`src/rtl/prog_sequencer.sv`:
```
// Program sequencer: buffers up to 16 CPU instruction words and plays them out
// on consecutive cycles, or one per step pulse when step_mode is set.
module prog_sequencer (
  input  logic       clk,
  input  logic       rst_n,
  input  logic       ena,
  input  logic       wr_valid,
  input  logic [7:0] wr_data,
  input  logic       wr_sel,
  output logic       wr_ready,
  input  logic       start,
  input  logic       step,
  input  logic       clear,
  input  logic       step_mode,
  output logic [7:0] instr,
  output logic       cpu_sel,
  output logic       instr_valid,
  output logic [3:0] pc,
  output logic [4:0] count,
  output logic       busy,
  output logic       done
);

  localparam logic [1:0] StIdle  = 2'd0;
  localparam logic [1:0] StRun   = 2'd1;
  localparam logic [1:0] StPause = 2'd2;
  localparam logic [1:0] StDone  = 2'd3;

  logic [1:0] state_q, state_d;
  logic [4:0] wp_q, wp_d;
  logic [3:0] rp_q, rp_d;
  // Set when the most recently issued word was the final one of the program.
  logic       last_q, last_d;
  logic [7:0] instr_q, instr_d;
  logic       sel_q, sel_d;
  logic       valid_q, valid_d;
  logic [3:0] pc_q, pc_d;

  logic [8:0] mem [16];

  logic       wr_fire;
  logic [4:0] count_post;
  logic       last_issue;

  assign wr_ready   = (state_q == StIdle) && !wp_q[4];
  assign wr_fire    = ena && wr_valid && wr_ready && !clear;
  assign count_post = wp_q + {4'd0, wr_fire};
  assign last_issue = ({1'b0, rp_q} == (wp_q - 5'd1));

  always_comb begin
    state_d = state_q;
    wp_d    = wp_q;
    rp_d    = rp_q;
    last_d  = last_q;
    instr_d = 8'h00;
    sel_d   = 1'b0;
    valid_d = 1'b0;
    pc_d    = pc_q;
    if (clear) begin
      state_d = StIdle;
      wp_d    = 5'd0;
      rp_d    = 4'd0;
      last_d  = 1'b0;
      pc_d    = 4'd0;
    end else begin
      if (wr_fire) begin
        wp_d = wp_q + 5'd1;
      end
      case (state_q)
        StIdle, StDone: begin
          if (start && (count_post != 5'd0)) begin
            state_d = StRun;
            rp_d    = 4'd0;
            last_d  = 1'b0;
          end
        end
        StRun: begin
          instr_d = mem[rp_q][7:0];
          sel_d   = mem[rp_q][8];
          valid_d = 1'b1;
          pc_d    = rp_q;
          rp_d    = rp_q + 4'd1;
          last_d  = last_issue;
          // In step mode even the final word parks in PAUSE; the next step ends the run.
          if (step_mode) begin
            state_d = StPause;
          end else if (last_issue) begin
            state_d = StDone;
          end
        end
        StPause: begin
          if (step) begin
            state_d = last_q ? StDone : StRun;
          end
        end
        default: state_d = StIdle;
      endcase
    end
  end

  always_ff @(posedge clk or negedge rst_n) begin
    if (!rst_n) begin
      state_q <= StIdle;
      wp_q    <= 5'd0;
      rp_q    <= 4'd0;
      last_q  <= 1'b0;
      instr_q <= 8'h00;
      sel_q   <= 1'b0;
      valid_q <= 1'b0;
      pc_q    <= 4'd0;
    end else if (ena) begin
      state_q <= state_d;
      wp_q    <= wp_d;
      rp_q    <= rp_d;
      last_q  <= last_d;
      instr_q <= instr_d;
      sel_q   <= sel_d;
      valid_q <= valid_d;
      pc_q    <= pc_d;
    end
  end

  // Buffer storage carries no reset; only the write pointer defines valid contents.
  always_ff @(posedge clk) begin
    if (wr_fire) begin
      mem[wp_q[3:0]] <= {wr_sel, wr_data};
    end
  end

  assign instr       = instr_q;
  assign cpu_sel     = sel_q;
  assign instr_valid = valid_q;
  assign pc          = pc_q;
  assign count       = wp_q;
  assign busy        = (state_q == StRun) || (state_q == StPause);
  assign done        = (state_q == StDone);

endmodule

```
`config.mk`:
```
export PLATFORM = sky130hd
export DESIGN_NAME = prog_sequencer
export DESIGN_NICKNAME = d
export VERILOG_FILES = /design/src/rtl/prog_sequencer.sv
export SDC_FILE = /design/constraint.sdc
export NUM_CORES = 1
export LEC_CHECK = 0
export ABC_CLOCK_PERIOD_IN_PS = 4300
export BUFFER_PORTS_ARGS = -buffer_cell sky130_fd_sc_hd__buf_2
export CAP_MARGIN = 15
export CORE_UTILIZATION = 40
export DETAILED_ROUTE_END_ITERATION = 10
export HOLD_SLACK_MARGIN = 0.06
export SYNTH_ARGS = -nofsm -noshare
export SYNTH_HDL_FRONTEND = slang
export SYNTH_SLANG_ARGS = --single-unit
```
`constraint.sdc`:
```
create_clock -name clk -period 4.3 [get_ports clk]
set_clock_uncertainty 0.1 [all_clocks]
set_input_delay 0.645 -clock clk [delete_from_list [all_inputs] [get_ports clk]]
set_output_delay 0.645 -clock clk [all_outputs]
set_load 0.01 [all_outputs]
```
==> impl_metrics.csv, run 1 <==
group,metric,value,unit
status,status,"complete, no violations",
synth,synth_area_leader_cell,"edfxtp_1",
pwr,power_density,520,nW/um^2
timing,hold_viol,0,
timing,tns,0,ps
synth,ys_types,47,
clock_tree,clock_latency,420,ps
clock_tree,ctsRootBufferMaster,"clkbuf_16",
timing,min_period,3080,ps
drt,wirelength,15.3,mm
synth,syn_nets,406,
global_routing,antenna_found_initial,0,
synth,synth-edff-count,144,
placement,dpl.hpwl,9.19,mm
timing,relSlewSlack,0.441,
clock_tree,cts.htree.levels,4,
drt,vias,3662,
clock_tree,numCtsBuffers,17,
worst_setup_path,worst-path-buf-inv,2,
worst_setup_path,rrSetupSlack,1240,ps
final_layout,num_antenna_cells,0,
clock_tree,post_cts_buffers,0,
clock_tree,clock-sinks,170,
worst_setup_path,r2r_start,"state_q[1]",
worst_setup_path,path_cells,"buf_2 -> inv_1 -> nor3b_2 -> ha_1 -> ha_1 -> nor3_1 -> a311o_1 -> o211ai_2 -> o311a_1 -> mux2_1",
timing,slew_viol_final,0,
floorplan,coreArea,17300,um^2
drt,drt_first_pass_iters,4,
global_routing,grt_pass1_wl,23.3,mm
synth,ys_ff_latch,170,
timing,rsz0062_at_grt,"no",
worst_setup_path,cp.arrival,3280,ps
drt,wl_per_cell,22.8,um
job,cap_violations,0,
synth,syn_inst,378,
final_layout,drive_gt1_frac,0.270,
worst_setup_path,cp_top_family,"compound AO/OA/AOI/OAI gates",
pwr,peakVddDrop,0.340,mV
placement,portBuffers,38,
drt,drc,0,
drt,drtIter0Drc,279,
global_routing,grt_pass1_vias,3754,
floorplan,start_util,0.410,
synth,async_flop_share,0.153,
synth,ys_top_cells_by_area,"edfxtp_1 (61%), dfrtp_1 (9.2%), mux4_2 (8.9%)",
final_layout,final_cell_mix,"edfxtp_1 (144), buf_2 (38), mux4_2 (28)",
worst_setup_path,cp-end-kind,"flop",
global_routing,grtUsageTotal,0.183,
final_layout,nNetsFinal,460,
clock_tree,cts_tree,"built",
worst_setup_path,rr_worst_depth,11,
clock_tree,cts.hold.buffers_added,0,
worst_setup_path,required,4500,ps
synth,avgSynthCellArea,18.8,um^2
clock_tree,clk_pin_slew,70,ps
floorplan,fp.dieH,135,um
final_layout,final_common_cell,"edfxtp_1",
placement,gp_congestion,0.790,
worst_setup_path,rr_endpoint,"state_q[0]",
synth,syn_area,7090,um^2
worst_setup_path,slowest_stage,"nor3b_2",
final_layout,final_cells,670,
placement,place_inst,638,
synth,synth.top_cell.area_share,0.610,
floorplan,pin_count,39,
worst_setup_path,start_kind,"primary input",
synth,synth_flop_cell,"edfxtp_1",
floorplan,dieArea,18300,um^2
global_routing,grt_max_degree,40,
clock_tree,cts_resized,0,
worst_setup_path,cpMostUsedCell,"ha_1",
worst_hold_path,holdCritPathClass,"primary input to async pin",
global_routing,gr-total-overflow,0,
final_layout,area_growth,15.0,%
timing,setup_viol,0,
floorplan,fp.dieW,135,um
drt,postRouteAntennaNets,0,
worst_setup_path,crit_type,"primary input to flop",
pwr,p_leak,2.84,nW
synth,ys_warn_count,0,
timing,max_freq,325,MHz
timing,tightest_slew,838,ps
timing,post-route-period-util,0.716,
clock_tree,clock_path_buffers,2,
drt,viasPerCell,5.47,
worst_setup_path,slowest_delay,450,ps
worst_setup_path,crit_fanout,14,
floorplan,rows,48,
synth,seq_area_frac_synth,0.702,
==> stage by stage <==
step / hold WS, ps / worst slack, ps / instance area [um^2] / util / power [mW]
after floorplan: 249 / 1440 / 7090 / - / 2.62
after global placement: 385 / 921 / 7590 / 0.439 / 2.83
after detailed placement: 387 / 821 / 7590 / 0.439 / 2.85
after CTS: 145 / 1240 / 8150 / 0.471 / 4.29
after global routing: 168 / 925 / 8150 / 0.471 / 4.43
final: 132 / 1220 / 8150 / 0.471 / 4.24
==> cells by family (layout without fill, tap and decap cells) <==
| logic type | count (synthesis) | count (layout) | synth area share |
|---|---|---|---|
| AOI/OAI and AO/OA | 46 | 46 | 0.0478 |
| xor gates and xnor gates | 9 | 9 | 0.0131 |
| adders and majority gates | 11 | 11 | 0.0194 |
| buffers and inverters | 37 | 104 | 0.0266 |
| DFF | 170 | 170 | 0.702 |
| muxes | 49 | 49 | 0.151 |
| and+or+nand+nor | 56 | 56 | 0.0401 |
==> synth_stat cells (2+ instances only) <==
library cell / instances
mux2_1: 2
a21oi_1: 9
mux4_1: 14
inv_1: 15
nand2_1: 9
buf_2: 4
o21ai_0: 4
mux2i_1: 3
nand4_1: 2
edfxtp_1: 144
nand2b_1: 5
a31oi_1: 5
nor2_1: 16
ha_1: 11
nand3_1: 3
mux4_2: 28
buf_6: 4
xor2_1: 5
xnor2_1: 3
dfrtp_1: 26
o2bb2ai_1: 14
nor2b_1: 8
buf_1: 5
nor3_1: 8
clkbuf_1: 7
a32o_1: 2
mux2_2: 2
==> worst register-to-register path: cells and delay by family, from the launching register on <==
| kind | cells | cell delay, ps |
|---|---|---|
| adder cells (fa/ha/maj) | 3 | 630 |
| AND/OR/NAND/NOR | 3 | 610 |
| AO/OA/AOI/OAI | 3 | 780 |
| buffers and inverters | 1 | 90 |
| flip-flops | 1 | 410 |
| multiplexers | 1 | 330 |
==> per-layer routing <==
| layer | vias up | routed length (um) | global-route usage |
|---|---|---|---|
| met5 | - | 0 | 0 |
| met4 | 0 | 209 | 0.0612 |
| met3 | 15 | 992 | 0.0412 |
| met2 | 131 | 7450 | 0.287 |
| met1 | 1878 | 6610 | 0.253 |
| li1 | 1638 | - | - |
==> worst max-delay path by stage <==
stage                           from    endpoint  slack (ps)  cells after the start
after floorplan                clear  state_q[0]        1440                      9
after global placement           ena  state_q[0]         920                     10
after detailed placement         ena  state_q[0]         820                     10
after CTS                 state_q[0]  state_q[0]        1240                     11
after global routing      state_q[0]  state_q[1]         920                     11
final                            ena  state_q[0]        1220                     10
==> area by class of cell <==
cell class / instances / area [um^2]
clock inverter: 14 / 138
multi-input combinational: 171 / 1930
fill: 1476 / 9140
clock buffer: 18 / 429
sequential: 170 / 4980
timing repair buffer: 57 / 345
inverter: 15 / 56.3
tap: 225 / 282
==> flip-flops by register name, indices dropped and copies added, names as in the netlist <==
register and cells:
last_q 1, count 5, cpu_sel 1, instr 8
state_q 2, pc 4, mem 144, rp_q 4
instr_valid 1
==> power breakdown <==
group / switching [mW] / internal (mW) / leakage [nW]
logic: 0.400 / 0.431 / 0.925
clock network: 0.636 / 0.809 / 0.271
registers: 0.112 / 1.85 / 1.65
total: 1.15 / 3.09 / 2.84
Note: power is estimated with default switching activity, not from simulation.
==> run 2, diff against run 1 <==
--- a/config.mk
+++ b/config.mk
@@ -5,7 +5,8 @@
 export SDC_FILE = /design/constraint.sdc
 export NUM_CORES = 1
 export LEC_CHECK = 0
-export ABC_CLOCK_PERIOD_IN_PS = 4300
+export ABC_AREA = 1
+export ABC_CLOCK_PERIOD_IN_PS = 2700
 export BUFFER_PORTS_ARGS = -buffer_cell sky130_fd_sc_hd__buf_2
 export CAP_MARGIN = 15
 export CORE_UTILIZATION = 40
==> constraint.sdc (replaced) <==
create_clock -name clk -period 2.7 [get_ports clk]
set_clock_uncertainty 0.1 [all_clocks]
set_input_delay 0.405 -clock clk [delete_from_list [all_inputs] [get_ports clk]]
set_output_delay 0.405 -clock clk [all_outputs]
set_load 0.01 [all_outputs]
==> run 2 against run 1 <==
  * Synthesized cell count grew 67%
  * Global-route usage up 1.9 points
  * Final area is 3.1% higher
  * Via count up 38%
  * Sequential share of layout area decreased by 1.8 points
  * Sequential cell count unchanged
  * Total power grew 68%
  * Die area up 3.3%
  * Clock power up 68%
  * Core utilization is 0.34 points lower
  * Area after synthesis grew 3.4%
  * Sequential power increased by 56%
  * Critical endpoint is now rp_q[0]
  * Largest cell class unchanged
==> impl_metrics.csv, run 2 <==
group,metric,value,unit
placement,gp_congestion,0.874,
timing,timing.hold.ws,219,ps
worst_setup_path,cp-end-kind,"flop",
clock_tree,clock_path_buffers,2,
worst_setup_path,cp.arrival,2720,ps
final_layout,final_cell_mix,"edfxtp_1 (144), nor2_1 (136), o21ai_0 (75)",
floorplan,rows,49,
worst_setup_path,start_kind,"flop",
pwr,power_density,845,nW/um^2
global_routing,grt_max_degree,77,
timing,slew_viol_final,0,
pwr,peakVddDrop,0.595,mV
global_routing,grt_pass1_vias,4793,
global_routing,grt_pass1_wl,27.3,mm
floorplan,start_util,0.408,
synth,ys_top_cells_by_area,"edfxtp_1 (59%), dfrtp_1 (8.9%), nor2_1 (7.0%)",
timing,relSlewSlack,0.451,
placement,dpl.hpwl,10.5,mm
floorplan,pin_count,39,
synth,async_flop_share,0.153,
worst_setup_path,crit_type,"flop to flop",
clock_tree,cts_tree,"built",
synth,synth_area_leader_cell,"edfxtp_1",
worst_setup_path,slowest_stage,"dfrtp_1",
synth,synth_flop_cell,"edfxtp_1",
worst_setup_path,crit_fanout,5,
floorplan,dieArea,18900,um^2
worst_setup_path,path_cells,"inv_1 -> ha_1 -> inv_1 -> nor2_2 -> nand3_2 -> nor2_4 -> ha_2 -> ha_2 -> nor2_1 -> nand2_1 -> nor2_1 -> nand3_1 -> nand2_1 -> nand2_2 -> nand2_4 -> nand2_1 -> o21ai_1",
final_layout,drive_gt1_frac,0.169,
global_routing,gr-total-overflow,0,
worst_hold_path,holdCritPathClass,"primary input to flop",
timing,min_period,2470,ps
timing,post-route-period-util,0.915,
synth,syn_inst,631,
final_layout,largest_reg_flops,144,
synth,seq_area_frac_synth,0.679,
timing,tightest_slew,824,ps
drt,postRouteAntennaNets,0,
drt,drt_first_pass_iters,4,
final_layout,num_antenna_cells,0,
synth,synth_top_cells_by_count,"edfxtp_1 (144), nor2_1 (137), o21ai_0 (75)",
status,status,"complete, no violations",
pwr,p_total,7.11,mW
clock_tree,numCtsBuffers,17,
drt,drtIter0Drc,493,
clock_tree,clk_pin_slew,70,ps
global_routing,grtUsageTotal,0.202,
synth,syn_area,7330,um^2
synth,ys_ff_latch,170,
synth,ys_warn_count,0,
clock_tree,ctsRootBufferMaster,"clkbuf_16",
final_layout,area_growth,14.7,%
drt,vias,5044,
synth,synth-edff-count,144,
global_routing,antenna_found_initial,0,
drt,wirelength,18.0,mm
timing,max_freq,405,MHz
floorplan,coreArea,18000,um^2
floorplan,fp.dieH,137,um
clock_tree,cts.htree.levels,4,
final_layout,nNetsFinal,708,
timing,hold_viol,0,
clock_tree,clock_latency,430,ps
pwr,p_leak,3.11,nW
synth,synth.most_common_cell,"edfxtp_1",
drt,drc,0,
worst_setup_path,cpMostUsedCell,"nand2_1",
drt,viasPerCell,5.47,
clock_tree,clock-sinks,170,
worst_setup_path,slowest_delay,410,ps
synth,synth.top_cell.area_share,0.590,
floorplan,fp.dieW,137,um
worst_setup_path,required,2950,ps
placement,portBuffers,38,
drt,wl_per_cell,19.5,um
final_layout,final_common_cell,"edfxtp_1",
timing,setup_viol,0,
synth,syn_nets,659,
job,cap_violations,0,
synth,avgSynthCellArea,11.6,um^2
synth,ys_types,28,
==> run 2: changes by cell type after synthesis, sizes merged, moves of 14 or more <==
cell	change
o21ai	+81
nand3	+20
mux4	-42
o211ai	+34
nor2	+126
nand2	+66
o2bb2ai	-14
nand4	+18
==> run 2: critical path, delay by kind of cell (launching register included) <==
family          cells  cell delay, ps
buf+inv             2             150
simple gates       11            1000
flops               1             410
fa+ha+maj           3             620
compound gates      1             100
==> run 2: cell type report <==
class	instances	area [um^2]
fillers	1592	9560
flip-flops and latches	170	4980
multi-input cells	405	2050
clock buffers	22	484
repair buffers	63	405
well taps	229	287
clock inverters	10	113
inverters	23	88.8
==> run 2: stage by stage <==
step / cells / setup slack [ps] / TNS (ps) / instance area [um^2] / utilization
3_3_place_gp: 887 / 272 / 0 / 7770 / 0.433
2_1_floorplan: 631 / 249 / 0 / 7330 / -
3_5_place_dp: 887 / 171 / 0 / 7770 / 0.433
4_1_cts: 920 / 145 / 0 / 8380 / 0.467
6_report: 922 / 230 / 0 / 8410 / 0.468
5_1_grt: 922 / -13.3 / -26.1 / 8410 / 0.468
==> run 2: timing repair <==
action	CTS	global route
hold buffers	1	0
hold endpoints to repair	26	0
setup endpoints to repair	0	5
buffers inserted	0	1
gates resized for setup	0	4
==> run 2: final timing paths <==
kind | startpoint | endpoint | slack, ps | depth (start not counted)
max | state_q[0] | rp_q[0] | 230 | 17
min | step_mode | state_q[0] | 220 | 4
max reg2reg | state_q[0] | rp_q[0] | 230 | 17
min reg2reg | pc[3] | pc[3] | 380 | 2
max in group asynchronous | rst_n | rp_q[0] | 1550 | 2
min in group asynchronous | rst_n | count[0] | 460 | 2
==> run 2: cells by family after synthesis <==
| kind of cell | Yosys count | share of synthesized area |
|---|---|---|
| fa+ha+maj | 11 | 0.0188 |
| buf+inv | 57 | 0.0437 |
| xor+xnor | 2 | 0.00239 |
| simple gates | 262 | 0.155 |
| flops | 170 | 0.679 |
| compound gates | 129 | 0.101 |
==> run 2: report_power, final <==
| group | total (mW) | switching (mW) | internal, mW |
|---|---|---|---|
| sequential | 3.06 | 0.117 | 2.94 |
| combinational | 1.63 | 1.11 | 0.519 |
| clock | 2.42 | 1.03 | 1.38 |
==> run 2: layer usage <==
layer	track usage	up-vias	part of all wire
met5	0	-	0
met4	0.0739	0	0.024
met3	0.0449	31	0.053
met2	0.316	156	0.48
met1	0.275	2513	0.45
li1	-	2344	-
